[config.mk]
export PLATFORM = sky130hd
export DESIGN_NAME = udiv16by8_seq
export DESIGN_NICKNAME = d
export VERILOG_FILES = /design/src/rtl/udiv_pkg.sv /design/src/rtl/udiv_restore_step.sv /design/src/rtl/udiv16by8_seq.sv
export SDC_FILE = /design/constraint.sdc
export NUM_CORES = 1
export LEC_CHECK = 0
export CORE_MARGIN = 5
export CORE_UTILIZATION = 35
export DETAILED_ROUTE_END_ITERATION = 10
export SYNTH_ARGS = -nofsm -noshare
export SYNTH_HDL_FRONTEND = slang
export SYNTH_SLANG_ARGS = --single-unit
[constraint.sdc]
create_clock -name clk -period 2.9 [get_ports clk]
set_input_delay 0.87 -clock clk [delete_from_list [all_inputs] [get_ports clk]]
set_output_delay 0.87 -clock clk [all_outputs]
set_load 0.01 [all_outputs]
[src/rtl/udiv_pkg.sv]
// Shared types and widths for the sequential unsigned restoring divider.
package udiv_pkg;

  localparam int unsigned DefaultN = 8;
  localparam int unsigned QW       = 2 * DefaultN;
  localparam int unsigned RW       = DefaultN + 1;

  localparam logic [QW-1:0] DBZ_QUOT = {QW{1'b1}};

  typedef enum logic [1:0] {
    StIdle,
    StCalc,
    StDone
  } udiv_state_e;

endpackage

[src/rtl/udiv_restore_step.sv]
// One combinational restoring-division iteration: shift in a dividend bit, trial-subtract.
module udiv_restore_step
  import udiv_pkg::*;
#(
  parameter int unsigned N = 8
) (
  input  logic [N:0]   prem,
  input  logic         dvd_bit,
  input  logic [N-1:0] divisor,
  output logic [N:0]   prem_next,
  output logic         q_bit
);

  logic [N+1:0] shifted;
  logic [N+1:0] diff;
  logic         unused_msbs;

  // The incoming remainder is always below the divisor, so the top shifted bit stays clear.
  assign shifted     = {prem, dvd_bit};
  assign diff        = shifted - {2'b00, divisor};
  assign q_bit       = (shifted >= {2'b00, divisor});
  assign prem_next   = q_bit ? diff[N:0] : shifted[N:0];
  assign unused_msbs = diff[N+1] ^ shifted[N+1];

endmodule

[src/rtl/udiv16by8_seq.sv]
// Sequential unsigned restoring divider, 2N/N bits, valid/ready in and out.
// UDIV_APPROX_EN: skip the low APPROX_BITS quotient iterations (those bits forced to 0).
module udiv16by8_seq
  import udiv_pkg::*;
#(
  parameter int unsigned N           = 8,
  parameter int unsigned APPROX_BITS = 4
) (
  input  logic           clk,
  input  logic           rst_n,
  input  logic           in_valid,
  output logic           in_ready,
  input  logic [2*N-1:0] dividend,
  input  logic [N-1:0]   divisor,
  output logic           out_valid,
  input  logic           out_ready,
  output logic [2*N-1:0] quotient,
  output logic [N-1:0]   remainder,
  output logic           dbz
);

  localparam int unsigned QuotW = 2 * N;
  localparam int unsigned PremW = N + 1;
`ifdef UDIV_APPROX_EN
  localparam int unsigned Iter  = QuotW - APPROX_BITS;
  localparam int unsigned Skip  = APPROX_BITS;
`else
  localparam int unsigned Iter  = QuotW;
  localparam int unsigned Skip  = 0;
`endif
  localparam int unsigned CntW  = $clog2(QuotW + 1);

  if (APPROX_BITS >= QuotW) begin : g_bad_approx
    $error("APPROX_BITS must be below 2*N");
  end

  udiv_state_e state_q, state_d;

  logic [CntW-1:0]  cnt_q, cnt_d;
  logic [QuotW-1:0] dvd_q, dvd_d;
  logic [N-1:0]     dvs_q, dvs_d;
  logic [PremW-1:0] prem_q, prem_d;
  logic [QuotW-1:0] quot_q, quot_d;
  logic [QuotW-1:0] quotient_q, quotient_d;
  logic [N-1:0]     remainder_q, remainder_d;
  logic             dbz_q, dbz_d;

  logic [PremW-1:0] step_prem;
  logic             step_qbit;
  logic [QuotW-1:0] quot_shift;

  udiv_restore_step #(
    .N(N)
  ) u_step (
    .prem     (prem_q),
    .dvd_bit  (dvd_q[QuotW-1]),
    .divisor  (dvs_q),
    .prem_next(step_prem),
    .q_bit    (step_qbit)
  );

  assign quot_shift = {quot_q[QuotW-2:0], step_qbit};

  always_ff @(posedge clk or negedge rst_n) begin
    if (!rst_n) begin
      state_q <= StIdle;
    end else begin
      state_q <= state_d;
    end
  end

  always_comb begin
    state_d     = state_q;
    cnt_d       = cnt_q;
    dvd_d       = dvd_q;
    dvs_d       = dvs_q;
    prem_d      = prem_q;
    quot_d      = quot_q;
    quotient_d  = quotient_q;
    remainder_d = remainder_q;
    dbz_d       = dbz_q;
    in_ready    = 1'b0;
    out_valid   = 1'b0;

    unique case (state_q)
      StIdle: begin
        in_ready = 1'b1;
        if (in_valid) begin
          dvd_d  = dividend;
          dvs_d  = divisor;
          prem_d = '0;
          quot_d = '0;
          cnt_d  = CntW'(Iter);
          if (divisor == '0) begin
            // Result is fixed by definition; skip the iterations entirely.
            quotient_d  = {QuotW{1'b1}};
            remainder_d = dividend[N-1:0];
            dbz_d       = 1'b1;
            state_d     = StDone;
          end else begin
            state_d = StCalc;
          end
        end
      end
      StCalc: begin
        dvd_d  = dvd_q << 1;
        prem_d = step_prem;
        quot_d = quot_shift;
        cnt_d  = cnt_q - CntW'(1);
        if (cnt_q == CntW'(1)) begin
          quotient_d  = quot_shift << Skip;
          remainder_d = step_prem[N-1:0];
          state_d     = StDone;
        end
      end
      StDone: begin
        out_valid = 1'b1;
        if (out_ready) begin
          dbz_d   = 1'b0;
          state_d = StIdle;
        end
      end
      default: state_d = StIdle;
    endcase
  end

  always_ff @(posedge clk or negedge rst_n) begin
    if (!rst_n) begin
      cnt_q       <= '0;
      dvd_q       <= '0;
      dvs_q       <= '0;
      prem_q      <= '0;
      quot_q      <= '0;
      quotient_q  <= '0;
      remainder_q <= '0;
      dbz_q       <= 1'b0;
    end else begin
      cnt_q       <= cnt_d;
      dvd_q       <= dvd_d;
      dvs_q       <= dvs_d;
      prem_q      <= prem_d;
      quot_q      <= quot_d;
      quotient_q  <= quotient_d;
      remainder_q <= remainder_d;
      dbz_q       <= dbz_d;
    end
  end

  assign quotient  = quotient_q;
  assign remainder = remainder_q;
  assign dbz       = dbz_q;

endmodule
==> results_dict.tcl, run 1 <==
set metrics [dict create \
    floorplan.die.height_um 114 \
    total_leakage_power_nw 2.06 \
    finish.instance_area_mm2 0.00475 \
    critical_path.reg2reg.startpoint "dvd_q[15]$_DFFE_PN0P_" \
    floorplan.initialDensity 0.353 \
    setup.worst_path.start "dvd_q[15]$_DFFE_PN0P_" \
    final_layout_size_suffix_gt1_frac 0.0929 \
    mappedNetlistNets 432 \
    nFillCells 1050 \
    clock_sink_total 80 \
    outcome "complete, no violations" \
    route.detailed.vias_per_inst 5.14 \
    required_ns 3.18 \
    final_antenna_net_count 0 \
    timing.final.hold_violations 0 \
    maximum_fanout_along_the_worst_path 11 \
    floorplan.io_pins 55 \
    switching_share 0.421 \
    crit_path_start_kind "register" \
    detailedRoute.firstIterationViolations 209 \
    final_core_utilization 0.444 \
    synth-edff-count 0 \
    design.die.area_mm2 0.0130 \
    post_synth.cell_area_avg_um2 9.62 \
    clock_buffers_created_by_tritoncts 9 \
    seq_area_mm2 0.00200 \
    floorplan.rows 38 \
    dpl-instance-area_mm2 0.00452 \
    post-synth-top-area-fraction 0.529 \
    relSlewSlack 0.500 \
    hold-worst-slack_ns 0.488 \
    totalNegativeSetupSlack_ns 0 \
    timing.clock.skew_ns 0.0138 \
    vias_after_detailed_routing 3042 \
    async_reset_ff_frac 1.00 \
    root_buffer "sky130_fd_sc_hd__clkbuf_8" \
    timing_worst_slew_pin_value_ns 0.749 \
    portion_of_the_clock_cycle_consumed_by_the_worst_path_in_the_final_layout 0.898 \
    maxClockFrequency_ghz 0.384 \
    arrival_ns 2.88 \
    synth_largest_area_cell "sky130_fd_sc_hd__dfrtp_1" \
    grt_start_max_net_pins 44 \
    hold_class "in2async" \
    areaGrowthSynthToFinish_pct 25.5 \
    fin_total_pwr_mw 5.74 \
    cts.htree.levels 3 \
    cts.hold.buffers_added 0 \
    finalNetCount 486 \
    critPathKind "reg2reg" \
    timing.max_cap.violations 0 \
    critPathCaptureType "register" \
    post-route-min-period_ns 2.60 \
    vdd.ir_drop.worst_uv 421 \
    detail_route.wirelength_mm 9.17 \
    synth.ff_latch_count 80 \
    gp_congestion 0.825 \
    cts_tree "done" \
    synth_area_mm2 0.00378 \
    detail_route.wl_per_cell_um 15.5 \
    setup_viol 0 \
    postSynth.topFlopCell "sky130_fd_sc_hd__dfrtp_1" \
    synthMostInstantiatedCell "sky130_fd_sc_hd__dfrtp_1" \
    grt_first_pass_wirelength_mm 15.8 \
    placement.io_buffers 54 \
    cts.reportedPaths.clkPinSlew_ns 0.09 \
    synth.area.top_cells "sky130_fd_sc_hd__dfrtp_1 (53%), sky130_fd_sc_hd__nor2_1 (5.1%), sky130_fd_sc_hd__nand2_1 (4.8%)" \
    syn-instance-count 393 \
    ys_top_cells_by_count "sky130_fd_sc_hd__dfrtp_1 (80), sky130_fd_sc_hd__nor2_1 (51), sky130_fd_sc_hd__nand2_1 (48)" \
    setup_repair_after_global_routing_missed_its_margin "false" \
    cts_post_setup_buffers_inserted 0 \
    intPower_mw 3.33 \
    multi_input_area_mm2 0.00161 \
    clock_path_buffers 2 \
    floorplan.die.width_um 114 \
    number_of_antenna_violations_at_the_first_check_in_global_routing 0 \
    post_cts.resized_instances 0 \
    synth_warnings 0 \
    p_comb_frac 0.504 \
    unique_cell_type_count_in_the_yosys_netlist 50 \
    grtUsageTotal 0.152 \
    overflow 0 \
    finalMaxSlewViolations 0 \
    dp.final_hpwl_mm 6.47 \
    sequential_area_share_after_synthesis 0.529 \
    clock_insertion_delay_worst_skew_ns 0.36 \
    pwr-share-seq 0.329 \
    dr.pass1.iters 4 \
    remaining_drc_errors 0 \
    p_per_area_mw_per_mm2 1210 \
    power_frac_clock 0.167 \
    n_antenna_cell 0 \
    power_switching_mw 2.42 \
    placeableCoreArea_mm2 0.0107 \
    first_global_vias 3150 \
]
-- routing by layer --
layer	track usage	vias to the layer above	part of all wire
met1	0.209	1490	0.48
met4	0.0530	0	0.014
met5	0	-	0
met2	0.238	53	0.47
met3	0.0318	13	0.035
li1	-	1486	-
-- power by group through the flow --
stage | logic, mW | clock network (mW) | registers [mW]
4_1_cts | 2.92 | 0.980 | 1.89
3_5_place_dp | 2.90 | 0 | 1.91
5_1_grt | 3.25 | 1.03 | 1.96
6_report | 2.89 | 0.957 | 1.89
2_1_floorplan | 1.92 | 0 | 1.89
3_3_place_gp | 2.85 | 0 | 1.90
-- area by class of cell --
cell class	count	share of cell area
Clock buffer	9	0.0261
Clock inverter	7	0.0227
Inverter	16	0.0127
Multi-Input combinational cell	272	0.339
Sequential cell	80	0.422
Tap cell	140	0.0369
Timing Repair Buffer	68	0.141
-- per-stage QoR --
step,setup WS [ns],cells
after global routing,0.126,592
final,0.297,592
after global placement,0.0683,576
after detailed placement,-0.0231,576
after floorplan,0.657,393
after CTS,0.281,592
-- placed cells by master (no fill, tap or decap), drive strengths merged, types with 3 or more instances in the layout --
master / synthesis / layout
a41oi: 5 / 5
inv: 16 / 20
a31oi: 4 / 4
nand2: 49 / 49
or4: 4 / 4
xor2: 3 / 3
a22o: 15 / 15
mux2i: 3 / 3
clkdlybuf4s50: 0 / 53
ha: 10 / 10
a22oi: 14 / 14
o21ai: 31 / 31
a211oi: 4 / 4
dfrtp: 80 / 80
and2: 4 / 4
nand3: 16 / 16
buf: 8 / 15
clkbuf: 17 / 9
nand2b: 3 / 3
nor2b: 4 / 4
a21oi: 26 / 26
nor2: 51 / 51
-- cell families (layout without fill, tap and decap cells) --
family | Yosys count | after routing | share of synthesized area
DFF | 80 | 80 | 0.529
muxes | 3 | 3 | 0.00794
and+or+nand+nor | 140 | 140 | 0.164
adders and majority gates | 11 | 11 | 0.0384
AOI/OAI and AO/OA | 113 | 113 | 0.203
buffers and inverters | 41 | 100 | 0.0453
xor gates and xnor gates | 5 | 5 | 0.0116
-- flip-flops by register name, indices dropped and copies added, names as in the netlist --
signal and count:
dvd_q 16, quot_q 15, quotient 16, state_q 2, remainder 8, dbz 1
prem_q 9, dvs_q 8, cnt_q 5
-- worst max-delay path: stages, from the launching register on --
cell and delay, ns:
sky130_fd_sc_hd__dfrtp_1 0.38, sky130_fd_sc_hd__inv_1 0.08, sky130_fd_sc_hd__ha_1 0.18, sky130_fd_sc_hd__inv_1 0.06, sky130_fd_sc_hd__fa_1 0.41, sky130_fd_sc_hd__a211oi_2 0.35
sky130_fd_sc_hd__o31ai_4 0.15, sky130_fd_sc_hd__a21oi_2 0.50, sky130_fd_sc_hd__nand3_1 0.19, sky130_fd_sc_hd__a41oi_1 0.23
-- worst paths after layout --
path | endpoint | slack, ns | cells after the start
worst max-delay path | remainder[4]$_DFFE_PN0P_ | 0.30 | 9
worst min-delay path | dvs_q[4]$_DFFE_PN0P_ | 0.49 | 1
worst max register to register | remainder[4]$_DFFE_PN0P_ | 0.30 | 9
worst min register to register | dvd_q[13]$_DFFE_PN0P_ | 0.49 | 2
max in group asynchronous | quotient[5]$_DFFE_PN0P_ | 1.85 | 2
min in group clk | dvd_q[13]$_DFFE_PN0P_ | 0.49 | 2
Note: power is estimated with default switching activity, not from simulation.
==> run 2, diff against run 1 <==
Settings changed: CORE_UTILIZATION 35 to 50, MAX_ROUTING_LAYER set to met4, PLACE_DENSITY set to 0.74.
==> run 2 against run 1 <==
Non-clock buffer count shrank 3. Sequential cell count is the same. Largest cell class unchanged. Sequential share of layout area grew 0.89 points.
==> results_dict.tcl, run 2 (synthesized netlist as in run 1, its figures left out) <==
set metrics [dict create \
    grt_start_max_net_pins 47 \
    p_per_area_mw_per_mm2 1210 \
    fin_total_pwr_mw 5.65 \
    nFillCells 662 \
    power_switching_mw 2.42 \
    intPower_mw 3.23 \
    total_leakage_power_nw 2.03 \
    root_buffer "sky130_fd_sc_hd__clkbuf_8" \
    pwr-share-seq 0.330 \
    design.die.area_mm2 0.00940 \
    placement.io_buffers 54 \
    detail_route.wl_per_cell_um 16.4 \
    first_global_vias 3134 \
    p_comb_frac 0.515 \
    worst-r2r-cell-count 9 \
    finalMaxSlewViolations 0 \
    relSlewSlack 0.530 \
    floorplan.rows 31 \
    maximum_fanout_along_the_worst_path 11 \
    arrival_ns 1.88 \
    finish.instance_area_mm2 0.00465 \
    crit_path_cell_trace "nor2_1, clkdlybuf4s50_1" \
    grt_first_pass_wirelength_mm 15.4 \
    floorplan.die.width_um 97.0 \
    floorplan.initialDensity 0.519 \
    multi_input_area_mm2 0.00161 \
    portion_of_the_clock_cycle_consumed_by_the_worst_path_in_the_final_layout 0.947 \
    switching_share 0.428 \
    cts_post_setup_buffers_inserted 0 \
    floorplan.die.height_um 97.0 \
    finalNetCount 483 \
    setup_viol 0 \
    preCtsSetupSlack_ns 0.0606 \
    clock_path_buffers 2 \
    route.detailed.vias_per_inst 5.58 \
    critical-path-max-stage-delay_ns 0.63 \
    grtUsageTotal 0.205 \
    floorplan.io_pins 55 \
    timing.hold.worst_path_depth 2 \
    cts.reportedPaths.clkPinSlew_ns 0.10 \
    post-route-min-period_ns 2.75 \
    dr.pass1.iters 4 \
    cts_tree "done" \
    vias_after_detailed_routing 3060 \
    number_of_antenna_violations_at_the_first_check_in_global_routing 0 \
    totalNegativeSetupSlack_ns 0 \
    gp_congestion 0.922 \
    dpl-instance-area_mm2 0.00444 \
    overflow 0 \
    critPathCaptureType "output pin" \
    timing.max_cap.violations 0 \
    cts.hold.buffers_added 0 \
    timing.clock.skew_ns 0.0172 \
    dp.cells 532 \
    post_cts.resized_instances 0 \
    vdd.ir_drop.worst_uv 742 \
    hold-worst-slack_ns 0.485 \
    timing_worst_slew_pin_value_ns 0.706 \
    layout_common_cells "sky130_fd_sc_hd__dfrtp_1 (80), sky130_fd_sc_hd__clkdlybuf4s50_1 (53), sky130_fd_sc_hd__nor2_1 (51)" \
    final_core_utilization 0.638 \
    cts.htree.levels 3 \
    seq_area_mm2 0.00200 \
    critPathSlowestCell "sky130_fd_sc_hd__clkdlybuf4s50_1" \
    clock_insertion_delay_worst_skew_ns 0.36 \
    final_antenna_net_count 0 \
    crit_path_start_kind "register" \
    outcome "complete, no violations" \
    setup_repair_after_global_routing_missed_its_margin "false" \
    dp.final_hpwl_mm 6.32 \
    hold_class "reg2reg" \
    clock_buffers_created_by_tritoncts 9 \
    maxClockFrequency_ghz 0.364 \
    post_layout_nonfiller_instances 548 \
    power_frac_clock 0.154 \
    detailedRoute.firstIterationViolations 158 \
    areaGrowthSynthToFinish_pct 23.0 \
    n_antenna_cell 0 \
    final_layout_size_suffix_gt1_frac 0.0869 \
    timing.final.ws_setup_ns 0.154 \
    final_common_cell "sky130_fd_sc_hd__dfrtp_1" \
    clock_sink_total 80 \
    critPathKind "reg2out" \
    detail_route.wirelength_mm 8.97 \
    required_ns 2.03 \
    placeableCoreArea_mm2 0.00729 \
    timing.final.hold_violations 0 \
    remaining_drc_errors 0 \
]
run 2: changes by cell type in the layout (fill, tap and decap cells not counted):
cell                        delta
sky130_fd_sc_hd__inv_8         -1
sky130_fd_sc_hd__buf_4         -3
sky130_fd_sc_hd__inv_6         +2
sky130_fd_sc_hd__bufinv_16     -1
run 2: metal layers:
| layer | routed length (um) | GRT usage |
|---|---|---|
| met1 | 4260 | 0.281 |
| met2 | 4140 | 0.309 |
| met3 | 395 | 0.0460 |
| met4 | 176 | 0.0572 |
| met5 | 0 | - |
run 2: worst max-delay path: cells and delay by family (launching register included):
kind          cells  cell delay, ns
flops             1            0.50
simple gates      1            0.39
buf+inv           1            0.63
run 2: power groups by stage:
| stage | clock network, mW | logic [mW] | registers [mW] |
|---|---|---|---|
| after floorplan | 0 | 1.92 | 1.89 |
| after global placement | 0 | 2.81 | 1.88 |
| after detailed placement | 0 | 2.91 | 1.88 |
| after CTS | 0.880 | 2.93 | 1.86 |
| after global routing | 0.935 | 3.26 | 1.93 |
| final | 0.872 | 2.91 | 1.87 |
run 2: cell type report:
type                    count  area share
well taps                  99      0.0266
repair buffers             65       0.139
clock inverters             7      0.0180
multi-input cells         272       0.346
clock buffers               9      0.0266
inverters                  16      0.0129
flip-flops and latches     80       0.431
run 2: final timing paths:
path / slack [ns] / end / from
setup / recovery: 0.15 / in_ready / state_q[1]$_DFFE_PN0P_
hold / removal: 0.49 / dvd_q[13]$_DFFE_PN0P_ / dvd_q[13]$_DFFE_PN0P_
setup reg to reg: 0.32 / remainder[2]$_DFFE_PN0P_ / dvd_q[15]$_DFFE_PN0P_
hold reg to reg: 0.49 / dvd_q[13]$_DFFE_PN0P_ / dvd_q[13]$_DFFE_PN0P_
max in group asynchronous: 1.77 / dvd_q[0]$_DFFE_PN0P_ / rst_n
min in group asynchronous: 0.52 / remainder[7]$_DFFE_PN0P_ / rst_n
==> run 3, diff against run 2 <==
Settings changed: GPL_ROUTABILITY_DRIVEN set to 1.
==> results of run 3 <==
Same layout as run 2: the final DEF is identical, and so are final timing and power.
